<file path="config.mk">
export PLATFORM = sky130hd
export DESIGN_NAME = cache_ctrl
export DESIGN_NICKNAME = d
export VERILOG_FILES = /design/src/rtl/cache_ctrl.sv
export SDC_FILE = /design/constraint.sdc
export NUM_CORES = 1
export LEC_CHECK = 0
export CELL_PAD_IN_SITES_DETAIL_PLACEMENT = 1
export CELL_PAD_IN_SITES_GLOBAL_PLACEMENT = 2
export CORE_MARGIN = 4
export CORE_UTILIZATION = 27
export CTS_BUF_LIST = sky130_fd_sc_hd__clkbuf_8
export DETAILED_ROUTE_END_ITERATION = 16
export GPL_ROUTABILITY_DRIVEN = 0
export PLACE_DENSITY = 0.85
export SYNTH_ARGS = -nofsm -noshare
export SYNTH_HDL_FRONTEND = slang
export SYNTH_SLANG_ARGS = --single-unit
</file>
<file path="constraint.sdc">
create_clock -name Clk -period 7.9 [get_ports Clk]
set_input_delay 1.185 -clock Clk [delete_from_list [all_inputs] [get_ports Clk]]
set_output_delay 1.185 -clock Clk [all_outputs]
set_load 0.03 [all_outputs]
</file>
<file path="src/rtl/cache_ctrl.sv">
// Direct-mapped read-only cache controller driving external tag/data RAMs.
// Optional hit/miss counters are enabled by defining CACHE_CTRL_STATS_EN.
module cache_ctrl #(
  parameter int ADDR_W  = 32,
  parameter int INDEX_W = 6,
  parameter int TAG_W   = ADDR_W - INDEX_W - 2,
  parameter int DATA_W  = 32
) (
  input  logic               Clk,
  input  logic               Rst,
  input  logic               CpuReq,
  input  logic [ADDR_W-1:0]  CpuAddr,
  output logic               CpuReady,
  output logic [DATA_W-1:0]  CpuData,
  input  logic               Flush,
  output logic               MemRead,
  output logic [ADDR_W-1:0]  MemAddr,
  input  logic               MemReady,
  input  logic [DATA_W-1:0]  MemData,
  output logic [INDEX_W-1:0] RamAddr,
  output logic [TAG_W-1:0]   TagIn,
  input  logic [TAG_W-1:0]   TagOut,
  output logic [DATA_W-1:0]  DataIn,
  input  logic [DATA_W-1:0]  DataOut,
  output logic               RamWrite
`ifdef CACHE_CTRL_STATS_EN
  ,
  output logic [31:0]        HitCount,
  output logic [31:0]        MissCount
`endif
);

  localparam int LINES = 2 ** INDEX_W;

  typedef enum logic [1:0] {IDLE, LOOKUP, FILL} state_t;

  state_t              state_reg;
  logic [ADDR_W-1:2]   req_addr_reg;
  logic [LINES-1:0]    valid_reg;
  logic [LINES-1:0]    fill_sel;
  logic [INDEX_W-1:0]  req_idx;
  logic [INDEX_W-1:0]  cpu_idx;
  logic [TAG_W-1:0]    req_tag;
  logic                hit;
  logic                take_flush;
  logic                fill_done;
  logic                unused_bits;

  assign unused_bits = &{1'b0, CpuAddr[1:0]};

  assign req_idx    = req_addr_reg[INDEX_W+1:2];
  assign req_tag    = req_addr_reg[ADDR_W-1:INDEX_W+2];
  assign cpu_idx    = CpuAddr[INDEX_W+1:2];
  assign hit        = valid_reg[req_idx] && (TagOut == req_tag);
  assign take_flush = (state_reg == IDLE) && Flush;
  // Gating with Rst keeps a response arriving in the reset cycle out of the RAMs.
  assign fill_done  = Rst && (state_reg == FILL) && MemReady;

  // The RAMs see the live CPU index while idle so the lookup read starts on acceptance.
  assign RamAddr = (state_reg == IDLE) ? cpu_idx : req_idx;

  always_comb begin
    CpuReady = 1'b0;
    CpuData  = '0;
    RamWrite = 1'b0;
    TagIn    = '0;
    DataIn   = '0;
    if (Rst && (state_reg == LOOKUP) && hit) begin
      CpuReady = 1'b1;
      CpuData  = DataOut;
    end
    if (fill_done) begin
      RamWrite = 1'b1;
      TagIn    = req_tag;
      DataIn   = MemData;
      CpuReady = 1'b1;
      CpuData  = MemData;
    end
  end

  always_ff @(posedge Clk) begin
    if (!Rst) begin
      state_reg    <= IDLE;
      req_addr_reg <= '0;
      MemRead      <= 1'b0;
      MemAddr      <= '0;
    end else begin
      case (state_reg)
        IDLE: begin
          if (!Flush && CpuReq) begin
            req_addr_reg <= CpuAddr[ADDR_W-1:2];
            state_reg    <= LOOKUP;
          end
        end
        LOOKUP: begin
          if (hit) begin
            state_reg <= IDLE;
          end else begin
            state_reg <= FILL;
            MemRead   <= 1'b1;
            MemAddr   <= {req_addr_reg, 2'b00};
          end
        end
        FILL: begin
          if (MemReady) begin
            state_reg <= IDLE;
            MemRead   <= 1'b0;
          end
        end
        default: state_reg <= IDLE;
      endcase
    end
  end

  generate
    for (genvar gi = 0; gi < LINES; gi++) begin : g_fill_sel
      assign fill_sel[gi] = fill_done && (req_idx == INDEX_W'(gi));
    end
  endgenerate

  always_ff @(posedge Clk) begin
    if (!Rst || take_flush) begin
      valid_reg <= '0;
    end else begin
      valid_reg <= valid_reg | fill_sel;
    end
  end

`ifdef CACHE_CTRL_STATS_EN
  always_ff @(posedge Clk) begin
    if (!Rst) begin
      HitCount  <= '0;
      MissCount <= '0;
    end else if (state_reg == LOOKUP) begin
      if (hit) HitCount <= HitCount + 32'd1;
      else     MissCount <= MissCount + 32'd1;
    end
  end
`endif

endmodule
</file>
==> implementation parameters <==
Parameter                              Value

Hold path
  Start point of the worst min-delay path    MemAddr[14]
  Worst Hold Path EP    MemAddr[14]
  Hold crit path type    flip-flop to flip-flop
  Number of instances on the worst hold path    2

Floorplanning
  Width of the chip    160.6 um
  Height of the chip    160.6 um
  Number of rows in the core area    55
  Number of ports placed on the die boundary    254
  Starting utilization of the core area    0.2760
  Die Area    around 26000 um2
  CORE AREA    roughly 23000 um2

Worst setup path
  Arrival time worst endpoint    4.32 ns
  Worst setup slack for register-to-register paths    4.41 ns
  Worst Path Class, Setup    input pin to primary output
  Crit path launch type    input pin
  CP endpoint kind    primary output
  Required @ worst endpoint    6.71 ns
  Worst reg2reg path depth    6
  Top fanout value on the critical path    35
  Start of the worst register-to-register path    req_addr_reg[2]
  Reg2Reg Capture Point    MemAddr[8]

Placed design
  Cell Area, Placed    8828 um2
  Detailed-placement wirelength estimate    about 17 mm
  Buffers on Ports    249
  Number of instances in the placed design    around 1200

Detailed routing
  Drc violations    0
  First-pass DRT Iterations    4
  Drt via density    4.675
  Overall via count from detail_route    5932
  Average wire per standard cell    18.12 um
  Number of DRC markers after the initial detailed-route iteration    338
  Number of nets still failing antenna checks after routing    0
  Post-Route WL    23.00 mm

GRT
  Initial antenna violation count    1
  Number of global-route vias before repair    6066
  Met3 routing resource usage after global routing    0.03618
  Total routing resource utilization after global routing    0.1742
  Peak-usage layer in the global routing report    met2
  Maximum number of pins on one net before global-route repair    96
  Leftover overflow at the end of global routing    0
  Met2 global-route usage    0.2884
  First-pass GRT wire length    35.49 mm
  Met1 usage    0.2309

Timing
  Clock Skew    between 0.015 and 0.02 ns
  Worst-Margin Slew    1.125 ns
  Number of endpoints failing setup at the final stage    0
  Final cycle utilization of the critical path    0.6969
  Period minus WS final    5.506 ns
  Maximum clock frequency    approximately 180 MHz
  Unrepaired setup endpoints after global routing    no
  Post-Route Setup TNS    0 ns
  Remaining max-slew budget at the tightest pin    0.2501
  Max-slew violation total from the final report    0
  Final number of hold-violating endpoints    0

Yosys
  Most frequent cell after synthesis    sky130_fd_sc_hd__nand2_1
  Yosys warnings    0
  Share of async-settable or async-resettable flops after synthesis    0
  FF+latch count, synth    127
  Cell taking the most area after synthesis    sky130_fd_sc_hd__dfxtp_1
  Distinct cell type count after synthesis    47
  Gate count of the mapped netlist    between 700 and 800
  Number of flops mapped to enable cells by yosys    0
  Synth Area per Inst    8.682 um2
  Dominant cells by area after synthesis    sky130_fd_sc_hd__dfxtp_1 (40%), sky130_fd_sc_hd__nand2_1 (7.9%), sky130_fd_sc_hd__mux2i_1 (7.3%), sky130_fd_sc_hd__and2_1 (5.7%), sky130_fd_sc_hd__a21oi_1 (5.1%)
  Share of the synthesized area in the top cell type    0.4045
  Most frequently used flop master after synthesis    sky130_fd_sc_hd__dfxtp_1
  Portion of the post-synthesis area used by sequential elements    0.4045
  Post-Syn Area    approximately 6300 um2
  Most frequent cells after synthesis    sky130_fd_sc_hd__nand2_1 (133), sky130_fd_sc_hd__dfxtp_1 (127), sky130_fd_sc_hd__nor2_1 (75)

Clock network
  Number of buffers between clock root and the deepest sink    2
  CTS sink count    127
  Cts repair resizes    0
  Number of buffers created by CTS    17
  Post CTS Setup Buffer Count    0
  TritonCTS clock tree    built
  Max H-tree Level    4
  Worst-skew pair later-pin latency    0.44 ns
  Clock-pin slew reported for the worst setup and hold paths after clock tree synthesis    0.08 ns
  Hold-fix buffers, CTS    0
  CTS root buf    sky130_fd_sc_hd__clkbuf_8

Cells and area
  Number of nets in the finished design    around 1100
  Filler Cells Inserted    2624
  Number of flip-flops in the largest register    64
  Post-layout instance count excluding filler cells    1269
  ANT cells    0
  Ratio of cells with drive above 1 in the final layout    0.06172
  Synthesis-to-layout area growth    46.72%
  Final instance area    between 9000 and 10000 um2

Power and ir drop
  Static power due to leakage    3.411 nW
  Maximum vdd drop    0.00007677 V
  Total Power Consumption    between 1 and 1.5 mW
  Power density normalized to cell area    152.9 nW/um2

Flow run
  Max-Cap Viols    0

Run status
  Run status    finished clean
## routing by layer
layer	share of wire	up-vias
li1	-	2897
met1	0.46	2853
met2	0.48	151
met3	0.046	29
met4	0.014	2
met5	0.00030	-
## power by group
group	total, mW	switching, mW	internal (mW)
Sequential	0.665	0.0162	0.649
Combinational	0.178	0.0839	0.0938
Clock	0.567	0.282	0.285
Total	1.41	0.383	1.03
## worst max path at each step
stage          startpoint          end
4_1_cts        TagOut[10]  CpuData[26]
3_5_place_dp   TagOut[10]  CpuData[26]
5_1_grt        TagOut[17]  CpuData[26]
3_3_place_gp   TagOut[17]  CpuData[26]
6_report       TagOut[17]  CpuData[26]
2_1_floorplan   TagOut[6]  CpuData[14]
## final cells by class
type	instances	area [um2]	area share
Clock inverter	15	160.2	0.01737
Inverter	3	11.26	0.001221
Tap cell	313	391.6	0.04246
Timing Repair Buffer	258	2555	0.2770
Clock buffer	17	234.0	0.02537
Sequential cell	127	2542	0.2757
Multi-Input combinational cell	536	3328	0.3609
## critical path, cell delays in order
cell                              delay, ns
sky130_fd_sc_hd__clkdlybuf4s50_1       0.41
sky130_fd_sc_hd__xor2_1                0.15
sky130_fd_sc_hd__nor4_1                0.34
sky130_fd_sc_hd__nand4_1               0.18
sky130_fd_sc_hd__nor3_1                0.49
sky130_fd_sc_hd__and3_1                0.25
sky130_fd_sc_hd__buf_4                 0.36
sky130_fd_sc_hd__a31o_1                0.25
sky130_fd_sc_hd__clkdlybuf4s50_1       0.69
## through the flow
| step | util | setup slack [ns] | hold slack, ns |
|---|---|---|---|
| final | 0.4049 | 2.394 | 0.4619 |
| after floorplan | - | 3.928 | 0.4284 |
| after global placement | 0.3876 | 2.339 | 0.4393 |
| after CTS | 0.4049 | 2.380 | 0.4694 |
| after detailed placement | 0.3876 | 2.400 | 0.4518 |
| after global routing | 0.4049 | 2.205 | 0.4912 |
## cells in the final DEF (no fill, tap or decap), types with 7 or more instances in the layout
cell type	synthesis	final
sky130_fd_sc_hd__nor3_1	9	9
sky130_fd_sc_hd__clkbuf_8	6	17
sky130_fd_sc_hd__nand4_1	7	7
sky130_fd_sc_hd__mux2_2	9	9
sky130_fd_sc_hd__xor2_1	16	16
sky130_fd_sc_hd__a21oi_1	64	64
sky130_fd_sc_hd__mux4_1	7	7
sky130_fd_sc_hd__nand2_1	133	132
sky130_fd_sc_hd__nor2_1	75	75
sky130_fd_sc_hd__dfxtp_1	127	127
sky130_fd_sc_hd__clkdlybuf4s50_1	0	248
sky130_fd_sc_hd__and2_1	57	57
sky130_fd_sc_hd__a31o_1	32	32
sky130_fd_sc_hd__a21boi_0	30	30
sky130_fd_sc_hd__buf_4	5	9
sky130_fd_sc_hd__xnor2_1	8	8
sky130_fd_sc_hd__mux2i_1	46	46
## logic make-up (layout without fill, tap and decap cells)
logic type / count (synthesis) / count (layout) / synth area share
mux: 63 / 63 / 0.1222
compound gates: 139 / 139 / 0.1469
simple gates: 308 / 308 / 0.2233
buf+inv: 62 / 293 / 0.06907
xor+xnor: 24 / 24 / 0.03344
other cells: 1 / 2 / 0.0005966
flops: 127 / 127 / 0.4045
Power figures use the tool's default switching activity.
